## src/rtl/sar_dll_ctrl.sv

```systemverilog
// Successive-approximation delay-code controller for the FMDLL delay line:
// binary search on COMP, optional saturating +/-1 tracking with loss-of-lock re-search.
module sar_dll_ctrl #(
    parameter int WIDTH  = 10,
    parameter int SETTLE = 0,
    parameter int RELOCK = 8
) (
    input  logic             clk4,
    input  logic             rst,
    input  logic             start,
    input  logic             track_en,
    input  logic             COMP,
    output logic [WIDTH-1:0] Q,
    output logic [WIDTH-1:0] Q_next,
    output logic             busy,
    output logic             done,
    output logic             locked
);

    localparam int IDX_W = $clog2(WIDTH);
    // A zero-width settle counter is illegal, so SETTLE = 0 keeps one bit that is never nonzero.
    localparam int SC_W  = (SETTLE > 0) ? $clog2(SETTLE + 1) : 1;
    localparam int RUN_W = $clog2(RELOCK + 1);

    localparam logic [WIDTH-1:0] MIDSCALE = {1'b1, {(WIDTH-1){1'b0}}};
    localparam logic [WIDTH-1:0] Q_MAX    = {WIDTH{1'b1}};
    localparam logic [WIDTH-1:0] Q_MIN    = {WIDTH{1'b0}};
    localparam logic [IDX_W-1:0] IDX_TOP  = IDX_W'(WIDTH - 1);
    localparam logic [SC_W-1:0]  SC_LOAD  = SC_W'(SETTLE);
    localparam logic [RUN_W-1:0] RUN_LIM  = RUN_W'(RELOCK);

    typedef enum logic [1:0] {
        IDLE   = 2'd0,
        SEARCH = 2'd1,
        TRACK  = 2'd2
    } state_t;

    state_t           state, state_n;
    logic [WIDTH-1:0] q_n;
    logic [IDX_W-1:0] idx, idx_n, idx_dec;
    logic [SC_W-1:0]  sc, sc_n;
    logic [RUN_W-1:0] run, run_n, run_inc;
    logic             dir, dir_n;
    logic             done_n, locked_n;
    logic             decide;

    assign decide  = (sc == '0);
    assign idx_dec = idx - IDX_W'(1);
    assign run_inc = ((run == '0) || (COMP != dir)) ? RUN_W'(1) : run + RUN_W'(1);

    // NOTE: every variable written here gets a default first, so no path can infer a latch.
    always_comb begin
        state_n  = state;
        q_n      = Q;
        idx_n    = idx;
        sc_n     = sc;
        run_n    = run;
        dir_n    = dir;
        done_n   = 1'b0;
        locked_n = locked;

        case (state)
            SEARCH: begin
                if (!decide) begin
                    sc_n = sc - SC_W'(1);
                end else begin
                    sc_n = SC_LOAD;
                    if (!COMP) begin
                        q_n[idx] = 1'b0;
                    end
                    if (idx != '0) begin
                        q_n[idx_dec] = 1'b1;
                        idx_n        = idx_dec;
                    end else begin
                        done_n   = 1'b1;
                        locked_n = 1'b1;
                        if (track_en) begin
                            state_n = TRACK;
                            run_n   = '0;
                        end else begin
                            state_n = IDLE;
                        end
                    end
                end
            end

            TRACK: begin
                if (!track_en) begin
                    state_n = IDLE;
                end else if (!decide) begin
                    sc_n = sc - SC_W'(1);
                end else begin
                    sc_n  = SC_LOAD;
                    dir_n = COMP;
                    if (run_inc == RUN_LIM) begin
                        // Too many same-direction steps: the loop has slipped, search again.
                        locked_n = 1'b0;
                        state_n  = SEARCH;
                        q_n      = MIDSCALE;
                        idx_n    = IDX_TOP;
                        run_n    = '0;
                    end else begin
                        run_n = run_inc;
                        if (COMP) begin
                            q_n = (Q == Q_MAX) ? Q : Q + WIDTH'(1);
                        end else begin
                            q_n = (Q == Q_MIN) ? Q : Q - WIDTH'(1);
                        end
                    end
                end
            end

            default: ;
        endcase

        // start overrides whatever the current state decided, including a final decision.
        if (start) begin
            state_n  = SEARCH;
            q_n      = MIDSCALE;
            idx_n    = IDX_TOP;
            sc_n     = SC_LOAD;
            run_n    = '0;
            done_n   = 1'b0;
            locked_n = 1'b0;
        end
    end

    // NOTE: state registers use non-blocking assignments so all of them update together on the edge.
    always_ff @(posedge clk4) begin
        if (rst) begin
            state  <= IDLE;
            Q      <= MIDSCALE;
            idx    <= IDX_TOP;
            sc     <= SC_LOAD;
            run    <= '0;
            dir    <= 1'b0;
            done   <= 1'b0;
            locked <= 1'b0;
        end else begin
            state  <= state_n;
            Q      <= q_n;
            idx    <= idx_n;
            sc     <= sc_n;
            run    <= run_n;
            dir    <= dir_n;
            done   <= done_n;
            locked <= locked_n;
        end
    end

    assign Q_next = q_n;
    assign busy   = (state == SEARCH);

endmodule
```

## config.mk

```make
export PLATFORM = sky130hd
export DESIGN_NAME = sar_dll_ctrl
export DESIGN_NICKNAME = d
export VERILOG_FILES = /design/src/rtl/sar_dll_ctrl.sv
export SDC_FILE = /design/constraint.sdc
export NUM_CORES = 1
export LEC_CHECK = 0
export CORE_MARGIN = 5
export CORE_UTILIZATION = 40
export DETAILED_ROUTE_END_ITERATION = 12
export PLACE_DENSITY = 0.67
export SLEW_MARGIN = 10
export SYNTH_ARGS = -nofsm -noshare
export SYNTH_HDL_FRONTEND = slang
export SYNTH_SLANG_ARGS = --single-unit
```

## constraint.sdc

```tcl
create_clock -name clk4 -period 8.2 [get_ports clk4]
set_input_delay 2.46 -clock clk4 [delete_from_list [all_inputs] [get_ports clk4]]
set_output_delay 2.46 -clock clk4 [all_outputs]
set_load 0.01 [all_outputs]
```

# After elaboration in Yosys (flattened, before gate mapping)

Index checks and enable logic that the tools add are counted.

Flip-flop bits (word level): 24

Bitwise logic cells: 5
Reductions and logical operators: 17
$lt $le $gt $ge: 4
Mux-type cells: 49
Equality and inequality tests: 18
Add/subtract/negate cells: 5

Operators with widths:

| kind                    | count |
|---|---|
| $mux W10                | 12 |
| $mux W4                 | 12 |
| $pmux W10 S2            | 1 |
| $reduce_and A6 Y1       | 3 |
| $pmux W4 S2             | 2 |
| $mux W2                 | 6 |
| $ne A2 B2 Y1 const B    | 6 |
| $ne A3 B3 Y1 const B    | 4 |
| $mux W1                 | 11 |
| $add A10 B1 Y10 const B | 1 |
| $and A10 B10 Y10        | 1 |
| $eq A10 B10 Y1 const B  | 1 |
| $logic_not A10 Y1       | 1 |
| $lt A4 B5 Y1 const B    | 2 |
| $not A10 Y10            | 1 |
| $or A10 B10 Y10         | 1 |
| $reduce_and A5 Y1       | 2 |
| $sub A10 B1 Y10 const B | 1 |
| $demux W1 S4            | 2 |
| $ge A4 B1 Y1 const B    | 2 |
| $ne A4 B4 Y1 const B    | 2 |
| $add A4 B1 Y4 const B   | 1 |
| $eq A4 B4 Y1 const B    | 1 |
| $logic_not A4 Y1        | 1 |
| 18 further kinds        | 21 |

# Logic depth before layout (Yosys ltp)

Gate-level depths: netlist (run 1).

Depth after elaboration: 14
Depth in mapped cells: 9

# Worst setup path after synthesis (run 1)

OpenSTA, ideal clock, no wires.

Path type: input port to output port
Start: input COMP
End: output Q_next[7]
Stages on the path: 6
Slack: 1.803 ns
Path buffers: 1
Arrival: 3.937 ns
Cell sequence: clkbuf_1 or3_1 a2111o_1 and2_1 a311oi_1 nor2_1

Longest elaborated chain between the ends: 9
Elaborated cells between the ends (all ways): 16
Those cells by class: eq/ne: 2; mux: 12; bitwise: 1; reduce/logical: 1

Ends and longest elaborated chain:

| what               | RTL line | source |
|---|---|---|
| start, declared    | 12       | `input logic COMP,` |
| $ne A1 B1 Y1       | 49       | `assign run_inc = ((run == '0) \|\| (COMP != dir)) ? RUN_W'(1) : run + RUN_W'(1);` |
| $logic_or A1 B1 Y1 | 49       |  |
| $mux W4            | 49       |  |
| $eq A4 B4 Y1       | 95       | `if (run_inc == RUN_LIM) begin` |
| $mux W10           | 95       |  |
| $mux W10           | 90       | `end else if (!decide) begin` |
| $mux W10           | 88       | `if (!track_en) begin` |
| $pmux W10 S2 *     | 62       | `case (state)` |
| $mux W10 *         | 117      | `if (start) begin` |
| end, declared      | 14       | `output logic [WIDTH-1:0] Q_next,` |

Mark *: on every way between the ends. The rest lies on a longest branch, timed or not. The select of a mux whose other input is x is not followed.

# Worst setup path after layout (run 1)

Start: input COMP
End: output Q_next[2]

Same word-level chain as after synthesis.

==> summary.md, run 1 <==
| Metric | Value |
|---|---|
| Outcome | finished clean |
| Final instance area | 0.00257 mm^2 |
| FP Rows | 27 |
| Cell depth of the worst flop-to-flop path | 7 |
| Resize count post-CTS | 0 |
| HP Start | dir |
| Number of nets with antenna violations after routing | 0 |
| Synth cell types | 61 |
| Sequential share of the synthesized area | 20.6% |
| Mean cell area of the mapped netlist | 7.35 um^2 |
| Hold Buf Count CTS | 0 |
| Final wirelength | 7.04 mm |
| Vias in the first global route | 2313 |
| Clock Latency Late Sink | 0.27 ns |
| Largest net degree at the start of global routing | 21 |
| CP max FO | 13 |
| Final min period | 7.74 ns |
| Setup bufs post-CTS | 0 |
| Leading area contributor after synthesis | dfxtp_1 |
| Worst-path clk slew | 0.09 ns |
| Slew HR | 34.9% |
| Max_cap viols | 0 |
| Dominant cells by area after synthesis | dfxtp_1 (21%), ha_1 (6.2%), a21oi_1 (5.8%), o21ai_0 (4.9%), clkbuf_1 (3.5%) |
| Syn nets | 320 |
| Critical path's largest stage delay | 0.77 ns |
| Total CTS buffers | 3 |
| Logic pwr share | 22.9% |
| Leakage power | 0.883 nW |
| Mapped Cells | 304 |
| WHS Path Cells | 2 |
| Number of fill cells | 568 |
| H-tree depth | 1 |
| Final count of negative-setup-slack endpoints | 0 |
| Crit-path slowest cell | clkdlybuf4s50_1 |
| DP HPWL | 5.01 mm |
| Via density | 6.48 |
| Seq cells post-synth | 23 |
| Pint | 0.169 mW |
| Pwr Density | 96.4 mW/mm^2 |
| Critical Path Source | COMP |
| Core footprint | 0.00547 mm^2 |
| Switching fraction of total power | 31.8% |
| Area Growth Syn to Fin | 14.9% |
| Worst path bufs/invs | 3 |
| First-pass GRT wire length | 11.5 mm |
| Via count | 2503 |
| Area after DPL | 0.00252 mm^2 |
| F_max | 0.129 GHz |
| Worst-Margin Slew | 0.968 ns |
| Most frequent cell after synthesis | a21oi_1 |
| Die extent in y | 84.7 um |
| Reg-to-reg startpoint | idx[0] |
| Gpl congestion | 0.981 |
| Switching power total | 0.0788 mW |
| I/O pin count | 28 |
| Max VDD drop | 0.0505 mV |
| DRT iter0 DRCs | 170 |
| Fin util | 46.9% |
| Hold Path Class | reg -> reg |
| Total negative slack | 0 ns |
| Fraction of layout cells with a size suffix above 1 | 5.10% |
| Pre-antenna DRT Iters | 7 |
| IO buf count | 27 |
| Die ar. | 0.00718 mm^2 |
| Overflow after GRT | 0 |
| Clock skew | 0.00600 ns |
| Die width | 84.7 um |
| EDFF count, synth | 0 |
| Share of flip-flops with an asynchronous set or reset | 0% |
| Synth top area share | 20.6% |
| Tcrit/Tclk final | 94.4% |
| Crit path top cell by count | clkdlybuf4s50_1 |
| Max-slew violations | 0 |
| Worst Path Arrival | 5.28 ns |
| WL/cell | 18.2 um |
| Levels on crit path | 8 |
| Crit-path cells | clkdlybuf4s50_1, xor2_1, nor4_2, buf_4, a21oi_2, a221oi_1, o32ai_1, clkdlybuf4s50_1 |
| CP startpoint kind | input pin |
| Prevailing post-synth register cell | dfxtp_1 |
| Total track usage | 19.0% |
| Clock power share | 30.0% |
| Reg power frac | 47.1% |
| Critical path type | in -> out |
| Initial Util | 40.8% |
| Final Total Pwr | 0.248 mW |
| Setup crit end kind | primary output |
| Hold_ws | 0.481 ns |
| Clock Sinks | 23 |
| CTS tree | yes |
| Final layout net count | 331 |
| Area of the mapped netlist | 0.00223 mm^2 |
| Top cell types by occurrence after synthesis | a21oi_1 (26), dfxtp_1 (23), o21ai_0 (22) |
| Diodes inserted | 0 |
| Final hold vios | 0 |
| Clk root buf | clkbuf_8 |
| Worst path top cell family by delay | buffers and inverters |
| Synthesis Warnings | 0 |
| Clock tree buffer depth | 2 |
| Residual DRC | 0 |
| Unrepaired setup endpoints after global routing | false |
| Initial antenna violation count | 0 |
| Req. time, crit path | 5.74 ns |
==> routing by layer <==
metal	track usage, %	up-vias	part of all wire (%)
met5	0	-	0
met4	7.19	0	1.6
met3	1.96	12	5.6
met2	31.4	105	46
met1	25.3	1197	46
li1	-	1189	-
==> metrics by stage <==
stage | worst slack [ns] | instances
6_report | 0.456 | 386
3_5_place_dp | 0.482 | 382
4_1_cts | 0.467 | 386
2_1_floorplan | 1.80 | 304
3_3_place_gp | 0.519 | 382
5_1_grt | 0.239 | 386
==> worst register-to-register path, stage by stage (launching register included) <==
cell and delay (ns):
dfxtp_1 0.37, inv_1 0.16, ha_1 0.47, nor4bb_1 0.71, o21ai_1 0.33, nor2_1 0.22, nand3b_1 0.10, a21oi_1 0.14
==> registers in the layout (all words and copies together), names as in the netlist <==
name    count
Q          10
dir         1
done        1
idx         4
locked      1
run         4
state       2
==> cells in the final DEF (no fill, tap or decap), drive strengths merged, types with 3 or more instances in the layout <==
| cell type | netlist | final |
|---|---|---|
| or3 | 4 | 4 |
| and3 | 6 | 6 |
| ha | 11 | 11 |
| a221oi | 3 | 3 |
| nor3 | 5 | 5 |
| o21ai | 24 | 24 |
| o21a | 5 | 5 |
| mux2i | 6 | 6 |
| inv | 13 | 13 |
| dfxtp | 23 | 23 |
| nor2 | 21 | 21 |
| nor2b | 5 | 5 |
| nand4 | 8 | 8 |
| clkdlybuf4s50 | 0 | 27 |
| a21oi | 27 | 27 |
| clkbuf | 21 | 3 |
| a31oi | 7 | 7 |
| nor4 | 7 | 7 |
| a211oi | 9 | 9 |
| and2 | 4 | 4 |
| a21boi | 4 | 4 |
| a21o | 6 | 6 |
| nor3b | 4 | 4 |
| and4 | 5 | 5 |
| nand3 | 11 | 11 |
| a32oi | 3 | 3 |
| nand2 | 13 | 13 |
| o211ai | 5 | 5 |
==> kinds of logic (layout without fill, tap and decap cells) <==
| kind of cell | Yosys count | after routing | share of synthesized area, % |
|---|---|---|---|
| AND/OR/NAND/NOR | 110 | 110 | 28.9 |
| multiplexers | 7 | 7 | 3.19 |
| XOR/XNOR | 2 | 2 | 0.784 |
| AO/OA/AOI/OAI | 114 | 114 | 34.0 |
| adder cells (fa/ha/maj) | 11 | 11 | 6.16 |
| buffers and inverters | 37 | 47 | 6.27 |
| flip-flops | 23 | 23 | 20.6 |
==> power by group through the flow <==
stage / Clock [mW] / Sequential [mW] / Combinational [mW]
3_5_place_dp: 0 / 0.119 / 0.0551
4_1_cts: 0.0772 / 0.116 / 0.0555
5_1_grt: 0.0802 / 0.117 / 0.0608
6_report: 0.0742 / 0.117 / 0.0568
2_1_floorplan: 0 / 0.117 / 0.0385
3_3_place_gp: 0 / 0.119 / 0.0555
==> final cells by class <==
type	count	area [um^2]	area share (%)
clock buffer	3	41.3	1.61
tap	72	90.1	3.51
clock inverter	1	5.00	0.195
inverter	14	52.6	2.05
timing repair buffer	29	285	11.1
sequential	23	460	17.9
multi-input combinational	244	1630	63.6
==> final timing paths <==
kind                     to  slack (ns)
hold reg to reg         dir        0.48
setup reg to reg     run[2]        5.64
hold / removal          dir        0.48
setup / recovery  Q_next[2]        0.46
No activity file was read; power rests on OpenSTA's default activity.
==> run 2, diff against run 1 <==
--- a/config.mk
+++ b/config.mk
@@ -8,8 +8,8 @@
 export CORE_MARGIN = 5
 export CORE_UTILIZATION = 40
 export DETAILED_ROUTE_END_ITERATION = 12
-export PLACE_DENSITY = 0.67
-export SLEW_MARGIN = 10
+export DONT_BUFFER_PORTS = 1
+export PLACE_DENSITY = 0.6
 export SYNTH_ARGS = -nofsm -noshare
 export SYNTH_HDL_FRONTEND = slang
 export SYNTH_SLANG_ARGS = --single-unit
==> summary.md, run 2 (synthesized netlist as in run 1, its figures left out) <==
| Metric | Value |
|---|---|
| Die extent in y | 84.7 um (unchanged) |
| Req. time, crit path | 5.74 ns (about the same) |
| Final count of negative-setup-slack endpoints | 0 (unchanged) |
| Outcome | finished clean |
| Final hold vios | 0 (unchanged) |
| Initial Util | 40.8% (unchanged) |
| Pint | 0.164 mW (-2.9%) |
| Pwr Density | 107 mW/mm^2 (+11%) |
| Diodes inserted | 0 (unchanged) |
| Area Growth Syn to Fin | 2.30% |
| Gpl congestion | 0.923 (-5.9%) |
| Clock Latency Late Sink | 0.28 ns (about the same) |
| H-tree depth | 1 (unchanged) |
| Crit-path cells | xor2_1, nor4_2, a21oi_2, a221oi_1, o32ai_1 |
| Max-slew violations | 0 (unchanged) |
| IO buf count | 0 (-100%) |
| Leakage power | 0.773 nW (-12%) |
| WL/cell | 19.7 um (+8.1%) |
| Most frequent cells in the layout | a21oi_1 (26), dfxtp_1 (23), o21ai_0 (22) |
| Max reg flops | 10 (unchanged) |
| I/O pin count | 28 (unchanged) |
| First-pass GRT wire length | 11.6 mm (+0.97%) |
| Overflow after GRT | 0 (unchanged) |
| Regs by FF count | Q x10, idx x4, run x4 |
| Total CTS buffers | 3 (unchanged) |
| Reg power frac | 47.9% (+0.8 points) |
| Largest net degree at the start of global routing | 26 (+24%) |
| Pre-antenna DRT Iters | 5 (-2) |
| Final layout net count | 302 (-8.8%) |
| DRT iter0 DRCs | 151 (-11%) |
| Clock skew | 0.00987 ns (+0.00387 ns) |
| Resize count post-CTS | 0 (unchanged) |
| Number of fill cells | 587 (+3.3%) |
| Critical path type | in -> out |
| DP HPWL | 5.02 mm (+0.26%) |
| Clock power share | 33.3% (+3.3 points) |
| Core footprint | 0.00547 mm^2 (unchanged) |
| Clock tree buffer depth | 2 (unchanged) |
| Via count | 2354 (-6.0%) |
| F_max | 0.152 GHz (+18%) |
| Crit-path slowest cell | nor4_2 |
| Fraction of layout cells with a size suffix above 1 | 4.91% (-0.18 points) |
| Clk root buf | clkbuf_8 |
| Die ar. | 0.00718 mm^2 (unchanged) |
| Clock Sinks | 23 (unchanged) |
| Max_cap viols | 0 (unchanged) |
| Via density | 6.59 (+1.7%) |
| Critical path's largest stage delay | 0.58 ns (-0.19 ns) |
| Most flops, register | Q |
| Total track usage | 19.6% (+0.62 points) |
| Worst-Margin Slew | 1.04 ns (+0.0695 ns) |
| CP startpoint kind | input pin |
| Switching fraction of total power | 32.8% (+1.0 points) |
| Setup bufs post-CTS | 0 (unchanged) |
| FP Rows | 27 (unchanged) |
| Total negative slack | 0 ns (unchanged) |
| Residual DRC | 0 (unchanged) |
| CTS tree | yes |
| Worst Path Arrival | 4.13 ns (-1.15 ns) |
| Tcrit/Tclk final | 80.3% (-14 points) |
| Die width | 84.7 um (unchanged) |
| Hold Buf Count CTS | 0 (unchanged) |
| Setup crit end kind | primary output |
| Final min period | 6.59 ns (-1.16 ns) |
| Fin util | 41.8% (-5.2 points) |
| Unrepaired setup endpoints after global routing | false |
| Final wirelength | 7.04 mm (unchanged) |
| Vias in the first global route | 2220 (-4.0%) |
| Logic pwr share | 18.8% (-4.1 points) |
| Most common cell after layout, fill and taps aside | a21oi_1 |
| Switching power total | 0.0802 mW (+1.8%) |
| Initial antenna violation count | 0 (unchanged) |
| Hold Path Class | reg -> reg |
| Worst-path clk slew | 0.10 ns (about the same) |
| Slew HR | 30.2% (-4.7 points) |
| CP max FO | 25 (+12) |
| Number of nets with antenna violations after routing | 0 (unchanged) |
| Max VDD drop | 0.0777 mV (+54%) |
[run 2: per-layer routing]
metal / vias to the layer above / global-route usage [%] / routed length (um)
li1: 1135 / - / -
met1: 1111 / 25.2 / 3070
met2: 93 / 33.0 / 3300
met3: 15 / 3.73 / 502
met4: 0 / 6.19 / 172
met5: - / 0 / 0
[run 2: through the flow]
step | area, um^2 | hold WS [ns] | instances | total power, mW | setup slack [ns]
after floorplan | 2230 | 0.442 | 304 | 0.156 | 1.80
after detailed placement | 2240 | 0.466 | 353 | 0.165 | 1.66
final | 2290 | 0.481 | 357 | 0.244 | 1.61
after global routing | 2290 | 0.490 | 357 | 0.257 | 1.44
after global placement | 2240 | 0.459 | 353 | 0.165 | 1.71
after CTS | 2290 | 0.481 | 357 | 0.247 | 1.64
[run 2: worst max-delay path, delay by kind of cell]
| family | cells | cell delay (ns) |
|---|---|---|
| AND/OR/NAND/NOR | 1 | 0.58 |
| AO/OA/AOI/OAI | 3 | 0.94 |
| XOR/XNOR | 1 | 0.15 |
[run 2: final timing paths]
path	end	slack, ns	startpoint	depth (start not counted)
min reg2reg	dir	0.48	dir	2
min	dir	0.48	dir	2
max	Q_next[2]	1.61	COMP	5
max reg2reg	Q[3]	5.62	Q[6]	5
[run 2: power by group through the flow]
stage,sequential (mW),combinational (mW),clock [mW]
2_1_floorplan,0.117,0.0385,0
6_report,0.117,0.0460,0.0813
3_5_place_dp,0.119,0.0452,0
5_1_grt,0.117,0.0502,0.0892
3_3_place_gp,0.119,0.0455,0
4_1_cts,0.117,0.0454,0.0850
[run 2: area by class of cell]
| class | count | area, um^2 | share of cell area [%] |
|---|---|---|---|
| Multi-Input combinational cell | 244 | 1630 | 71.5 |
| Sequential cell | 23 | 460 | 20.1 |
| Tap cell | 72 | 90.1 | 3.94 |
| Inverter | 14 | 52.6 | 2.30 |
| Clock buffer | 3 | 41.3 | 1.81 |
| Clock inverter | 1 | 7.51 | 0.328 |
